$ cat src/rtl/regfile_pkg.sv
// Shared types and constants for the register file and its write-port arbiter.
package regfile_pkg;

    localparam int DATA_W = 64;
    localparam int ADDR_W = 5;
    localparam int N_REG  = 32;

    // X31 reads as zero; writes to it are swallowed before the write port.
    localparam logic [ADDR_W-1:0] XZR_ADDR = 5'd31;

    typedef struct packed {
        logic [ADDR_W-1:0] addr;
        logic [DATA_W-1:0] data;
    } wr_req_t;

endpackage

$ cat src/rtl/rr_arb2.sv
// Two-way round-robin arbiter. The grant is combinational from the valids,
// stall, reset and the priority flop; priority flips to the loser after each grant.
module rr_arb2 (
    input  logic       clk,
    input  logic       reset,
    input  logic       stall,
    input  logic [1:0] valid,
    output logic [1:0] grant,
    output logic       prio,
    output logic       last_grant
);

    logic prio_q, prio_d;
    logic last_grant_q, last_grant_d;

    // One-hot grant: nothing during reset or stall, otherwise prio breaks ties.
    always_comb begin
        grant = 2'b00;
        if (!reset && !stall) begin
            if (valid == 2'b11) begin
                grant = prio_q ? 2'b10 : 2'b01;
            end else begin
                grant = valid;
            end
        end
    end

    // After a grant the other requester gets priority; with no grant everything holds.
    always_comb begin
        prio_d       = prio_q;
        last_grant_d = last_grant_q;
        if (|grant) begin
            last_grant_d = grant[1];
            prio_d       = ~grant[1];
        end
    end

    // Priority and last-grant state registers.
    always_ff @(posedge clk) begin
        if (reset) begin
            prio_q       <= 1'b0;
            last_grant_q <= 1'b0;
        end else begin
            prio_q       <= prio_d;
            last_grant_q <= last_grant_d;
        end
    end

    assign prio       = prio_q;
    assign last_grant = last_grant_q;

endmodule

$ cat src/rtl/regfile_wr_arbiter.sv
// Shares the register-file write port between the ALU (req0) and load (req1)
// writeback paths. The port is driven from flops so the register file sees
// clean write controls; writes to X31 are accepted but counted and dropped.
module regfile_wr_arbiter #(
    parameter int DATA_W = 64,
    parameter int ADDR_W = 5,
    parameter int DROP_W = 8
) (
    input  logic              clk,
    input  logic              reset,
    input  logic              stall,
    input  logic              req0_valid,
    output logic              req0_ready,
    input  logic [ADDR_W-1:0] req0_addr,
    input  logic [DATA_W-1:0] req0_data,
    input  logic              req1_valid,
    output logic              req1_ready,
    input  logic [ADDR_W-1:0] req1_addr,
    input  logic [DATA_W-1:0] req1_data,
    output logic              w_signal,
    output logic [ADDR_W-1:0] w_addres,
    output logic [DATA_W-1:0] w_input,
    output logic              last_grant,
    output logic [DROP_W-1:0] xzr_drops
);

    import regfile_pkg::*;

    localparam logic [ADDR_W-1:0] ZR = ADDR_W'(XZR_ADDR);

    logic [1:0]        valid;
    logic [1:0]        grant;
    logic              prio_unused;
    logic [ADDR_W-1:0] req_addr [2];
    logic [DATA_W-1:0] req_data [2];
    logic [1:0]        req_xzr;

    logic              xfer;
    logic              sel;
    logic              w_signal_q, w_signal_d;
    logic [ADDR_W-1:0] w_addres_q, w_addres_d;
    logic [DATA_W-1:0] w_input_q,  w_input_d;
    logic [DROP_W-1:0] xzr_drops_q, xzr_drops_d;

    assign valid       = {req1_valid, req0_valid};
    assign req_addr[0] = req0_addr;
    assign req_addr[1] = req1_addr;
    assign req_data[0] = req0_data;
    assign req_data[1] = req1_data;

    // Per-requester flag for writes that target the zero register.
    generate
        for (genvar gi = 0; gi < 2; gi++) begin : g_xzr
            assign req_xzr[gi] = (req_addr[gi] == ZR);
        end
    endgenerate

    rr_arb2 u_arb (
        .clk        (clk),
        .reset      (reset),
        .stall      (stall),
        .valid      (valid),
        .grant      (grant),
        .prio       (prio_unused),
        .last_grant (last_grant)
    );

    assign req0_ready = grant[0];
    assign req1_ready = grant[1];
    assign xfer       = |grant;
    assign sel        = grant[1];

    // Output stage next state: capture the granted request; enable only for real registers.
    always_comb begin
        w_signal_d  = 1'b0;
        w_addres_d  = w_addres_q;
        w_input_d   = w_input_q;
        xzr_drops_d = xzr_drops_q;
        if (xfer) begin
            w_addres_d = req_addr[sel];
            w_input_d  = req_data[sel];
            w_signal_d = ~req_xzr[sel];
            if (req_xzr[sel] && (xzr_drops_q != {DROP_W{1'b1}})) begin
                xzr_drops_d = xzr_drops_q + DROP_W'(1);
            end
        end
    end

    // Registered write port and drop counter.
    always_ff @(posedge clk) begin
        if (reset) begin
            w_signal_q  <= 1'b0;
            w_addres_q  <= '0;
            w_input_q   <= '0;
            xzr_drops_q <= '0;
        end else begin
            w_signal_q  <= w_signal_d;
            w_addres_q  <= w_addres_d;
            w_input_q   <= w_input_d;
            xzr_drops_q <= xzr_drops_d;
        end
    end

    assign w_signal  = w_signal_q;
    assign w_addres  = w_addres_q;
    assign w_input   = w_input_q;
    assign xzr_drops = xzr_drops_q;

endmodule

$ cat config.mk
export PLATFORM = sky130hd
export DESIGN_NAME = regfile_wr_arbiter
export DESIGN_NICKNAME = d
export VERILOG_FILES = /design/src/rtl/regfile_pkg.sv /design/src/rtl/rr_arb2.sv /design/src/rtl/regfile_wr_arbiter.sv
export SDC_FILE = /design/constraint.sdc
export NUM_CORES = 1
export LEC_CHECK = 0
export CAP_MARGIN = 15
export CORE_MARGIN = 2
export CORE_UTILIZATION = 35
export CTS_CLUSTER_SIZE = 16
export DETAILED_ROUTE_END_ITERATION = 6
export GPL_TIMING_DRIVEN = 0
export PLACE_DENSITY = 0.9
export SLEW_MARGIN = 20
export SYNTH_ARGS = -nofsm -noshare
export SYNTH_HDL_FRONTEND = slang
export SYNTH_SLANG_ARGS = --single-unit
$ cat constraint.sdc
create_clock -name clk -period 3.3 [get_ports clk]
set_input_delay 0.99 -clock clk [delete_from_list [all_inputs] [get_ports clk]]
set_output_delay 0.99 -clock clk [all_outputs]
set_load 0.05 [all_outputs]
==> metrics <==
crit path DAT=2250 ps; vias after detailed routing=3,732; synthesized netlist net count=464; root buffer selected by CTS=sky130_fd_sc_hd__clkbuf_8; number of vias per cell=5.554; Max Cap Viol=0; ranking of synthesized cells by instance count=sky130_fd_sc_hd__dfxtp_1 (80), sky130_fd_sc_hd__nor2_1 (78), sky130_fd_sc_hd__a222oi_1 (52); biggest area consumer among synthesized cells=sky130_fd_sc_hd__dfxtp_1; GRT Resource Usage Total=24.75%; count of distinct cell types in the synthesized netlist=33; Max clock buf depth=2; routability congestion estimate from global placement=0.7953; Worst setup SP type=input pin; Net count, final=705; die width=99.03 um; vias in the first global route=3,853; initial core utilization=36.24%; combinational cell fraction of total power=24.7%; EDFF count, synth=0; proportion of synthesized chip area in sequential cells=50.67%; run status=finished with violations; number of diodes=0; top flip-flop cell by instance count after synthesis=sky130_fd_sc_hd__dfxtp_1; height of the die=99.03 um; setup repair after global routing missed its margin=false; overflow left after global routing=0; asr flop ratio synth=0%; worst-case clock skew=4.717 ps; Syn Area/Cell=9.877 um2; Max Fanout on Critical Path=4; critical path required time=2310 ps; clock latency of the later-clocked register in the worst-skew pair=340 ps; post-synthesis to final-layout area growth=85.27%; placed cells=651; peak ir drop on the vdd network=0.0002607 V; class of the most critical hold timing path=flip-flop to flip-flop; Post-CTS Hold Buffers=0; cell with the biggest individual delay on the critical path=sky130_fd_sc_hd__clkdlybuf4s50_1; simple-gate area share of the yosys netlist=13.66%; adder-cell share of the synthesized area=0.3959%; cells traversed along the worst timing path=clkdlybuf4s50_1, nor2b_1, nor2_4, clkbuf_8, buf_8; Slew @ Worst Pin=576.7 ps; antenna violations before repair=0; DRT Pass-1 Iters=7; total wire length after detailed routing=12,560 um; Post-Synthesis Cell Area=3161 um2; Cells after Synth=320; number of standard cells in the layout, taps in and fillers out=672; Final period util=98.33%; count of input and output buffers=223; Num CTS Buffers=9; dominant cells by area after synthesis=sky130_fd_sc_hd__dfxtp_1 (51%), sky130_fd_sc_hd__a222oi_1 (16%), sky130_fd_sc_hd__nor2_1 (9.3%); post-detail-place hpwl=9447 um; FF+latch count, synth=80; largest family of logic cells by synthesized area=compound AO/OA/AOI/OAI gates; switching fraction of total power=27.91%; Synth Area in Compound Gates=24.31%; drt wl/cell=18.69 um; count of pins on the block boundary=224; deepest level of the CTS H-tree=3; static leakage=0.002124 uW; XOR/XNOR Fraction of Synth Area=0.5542%; area enclosed by the die boundary=9806 um2; final period demand of the worst path=3245 ps; share of total power in sequential cells=43.1%; area of the core=8721 um2; placement row count=34; Remaining DRCs=22; share of Yosys cell area claimed by the top area cell type=50.67%; top-count cell post-synth=sky130_fd_sc_hd__dfxtp_1; worst setup path class=input pin to output port; Clock Power Share=32.3%; critical path capture point type=output port; clock tree from TritonCTS=done; count of nets left with antenna violations after detail routing=0; wire length of the first global-routing pass=19,340 um; post-layout power=2408 uW; Setup Viol. Count Final=0; Final Hold Vio Count=0; clock-pin slew of the registers on the worst-case setup and hold paths=70 ps; CP max stage delay=540 ps; layout cell share with drive strength beyond 1=6.560%; Max-Slew Margin vs Limit=61.56%; Yosys warning count=0; maximum number of pins on one net before global-route repair=13; cell-internal power=1736 uW; mux contribution to synthesized area=6.057%; DRT iter0 DRCs=308; count of final max-slew check failures=0; TritonCTS sink count=80; Achievable Freq=308.2 MHz; failing checks=DRC; areal power density over the cells=411.2 nW/um2; switching power of the nets=672.0 uW
[final cells by class]
class / instances / area (um2)
Clock buffer: 11 / 141.4
Sequential cell: 80 / 1602
Inverter: 3 / 11.26
Tap cell: 108 / 135.1
Clock inverter: 3 / 67.56
Timing Repair Buffer: 230 / 2295
Fill cell: 664 / 2865
Multi-Input combinational cell: 205 / 1450
Buffer: 32 / 153.9
[flip-flops by register name, summed over array words and instances, names as in the netlist]
name              flops
w_addres              5
u_arb.prio            1
xzr_drops             8
w_input              64
u_arb.last_grant      1
w_signal              1
[cell families (layout without fill, tap and decap cells)]
logic type / after synthesis / count (layout)
and+or+nand+nor: 98 / 98
AOI/OAI and AO/OA: 85 / 85
DFF: 80 / 80
buffers and inverters: 35 / 279
muxes: 19 / 19
xor gates and xnor gates: 2 / 2
adders and majority gates: 1 / 1
[worst paths after layout]
kind                          endpoint  cells after the start  slack (ps)                     start
max                         req1_ready                      5          60                req0_valid
max reg2reg  xzr_drops[4]$_SDFFE_PP0P_                      5        1310   u_arb.prio$_SDFFE_PP0P_
min           w_input[45]$_SDFFE_PP0P_                      2         500  w_input[45]$_SDFFE_PP0P_
min reg2reg   w_input[45]$_SDFFE_PP0P_                      2         500  w_input[45]$_SDFFE_PP0P_
[power by group through the flow]
stage	combinational (uW)	sequential (uW)	clock (uW)
floorplan	123	1210	0
global placement	567	1050	0
detailed placement	580	1060	0
CTS	592	1040	793
global route	625	1040	828
finish	594	1040	777
[placed cells by master (no fill, tap or decap), types with 6 or more instances in the layout]
cell type | synthesis | final
sky130_fd_sc_hd__a21oi_1 | 7 | 6
sky130_fd_sc_hd__nor2_1 | 78 | 76
sky130_fd_sc_hd__mux2i_1 | 18 | 18
sky130_fd_sc_hd__a211oi_1 | 17 | 17
sky130_fd_sc_hd__dfxtp_1 | 80 | 80
sky130_fd_sc_hd__clkbuf_8 | 0 | 12
sky130_fd_sc_hd__clkbuf_1 | 29 | 27
sky130_fd_sc_hd__clkdlybuf4s50_1 | 0 | 218
sky130_fd_sc_hd__a222oi_1 | 52 | 52
sky130_fd_sc_hd__buf_4 | 1 | 8
[worst max-delay path: cells and delay by family]
kind                   cells  cell delay, ps
buffers and inverters      3             830
and+or+nand+nor            2             420
[through the flow]
| step | setup WS [ps] | TNS [ps] | cell area (um2) | utilization [%] | hold slack [ps] |
|---|---|---|---|---|---|
| 6_report | 55.09 | 0 | 5856 | 67.14 | 499.2 |
| 5_1_grt | 25.17 | 0 | 5856 | 67.14 | 522.8 |
| 4_1_cts | -2.956 | -2.956 | 5827 | 66.81 | 501.6 |
| 3_5_place_dp | -1596 | -12140 | 5530 | 63.41 | 491.0 |
| 3_3_place_gp | -1499 | -6095 | 5530 | 63.41 | 474.0 |
| 2_1_floorplan | 159.0 | 0 | 3163 | - | 481.4 |
[repair_timing]
item / CTS / global route
buffers inserted: 5 / 2
pin swaps: 2 / 2
resized for setup: 28 / 5
endpoints found under the setup margin: 2 / 2
[routing by layer]
layer / wire length, um / share of wire [%] / global-route usage (%) / up-vias
met1: 4767 / 38 / 26.96 / 1783
li1: - / - / - / 1729
met2: 6470 / 52 / 44.54 / 197
met5: 0 / 0 / 0 / -
met3: 1033 / 8.2 / 8.014 / 23
met4: 289 / 2.3 / 9.273 / 0
No activity file was read; power rests on OpenSTA's default activity.
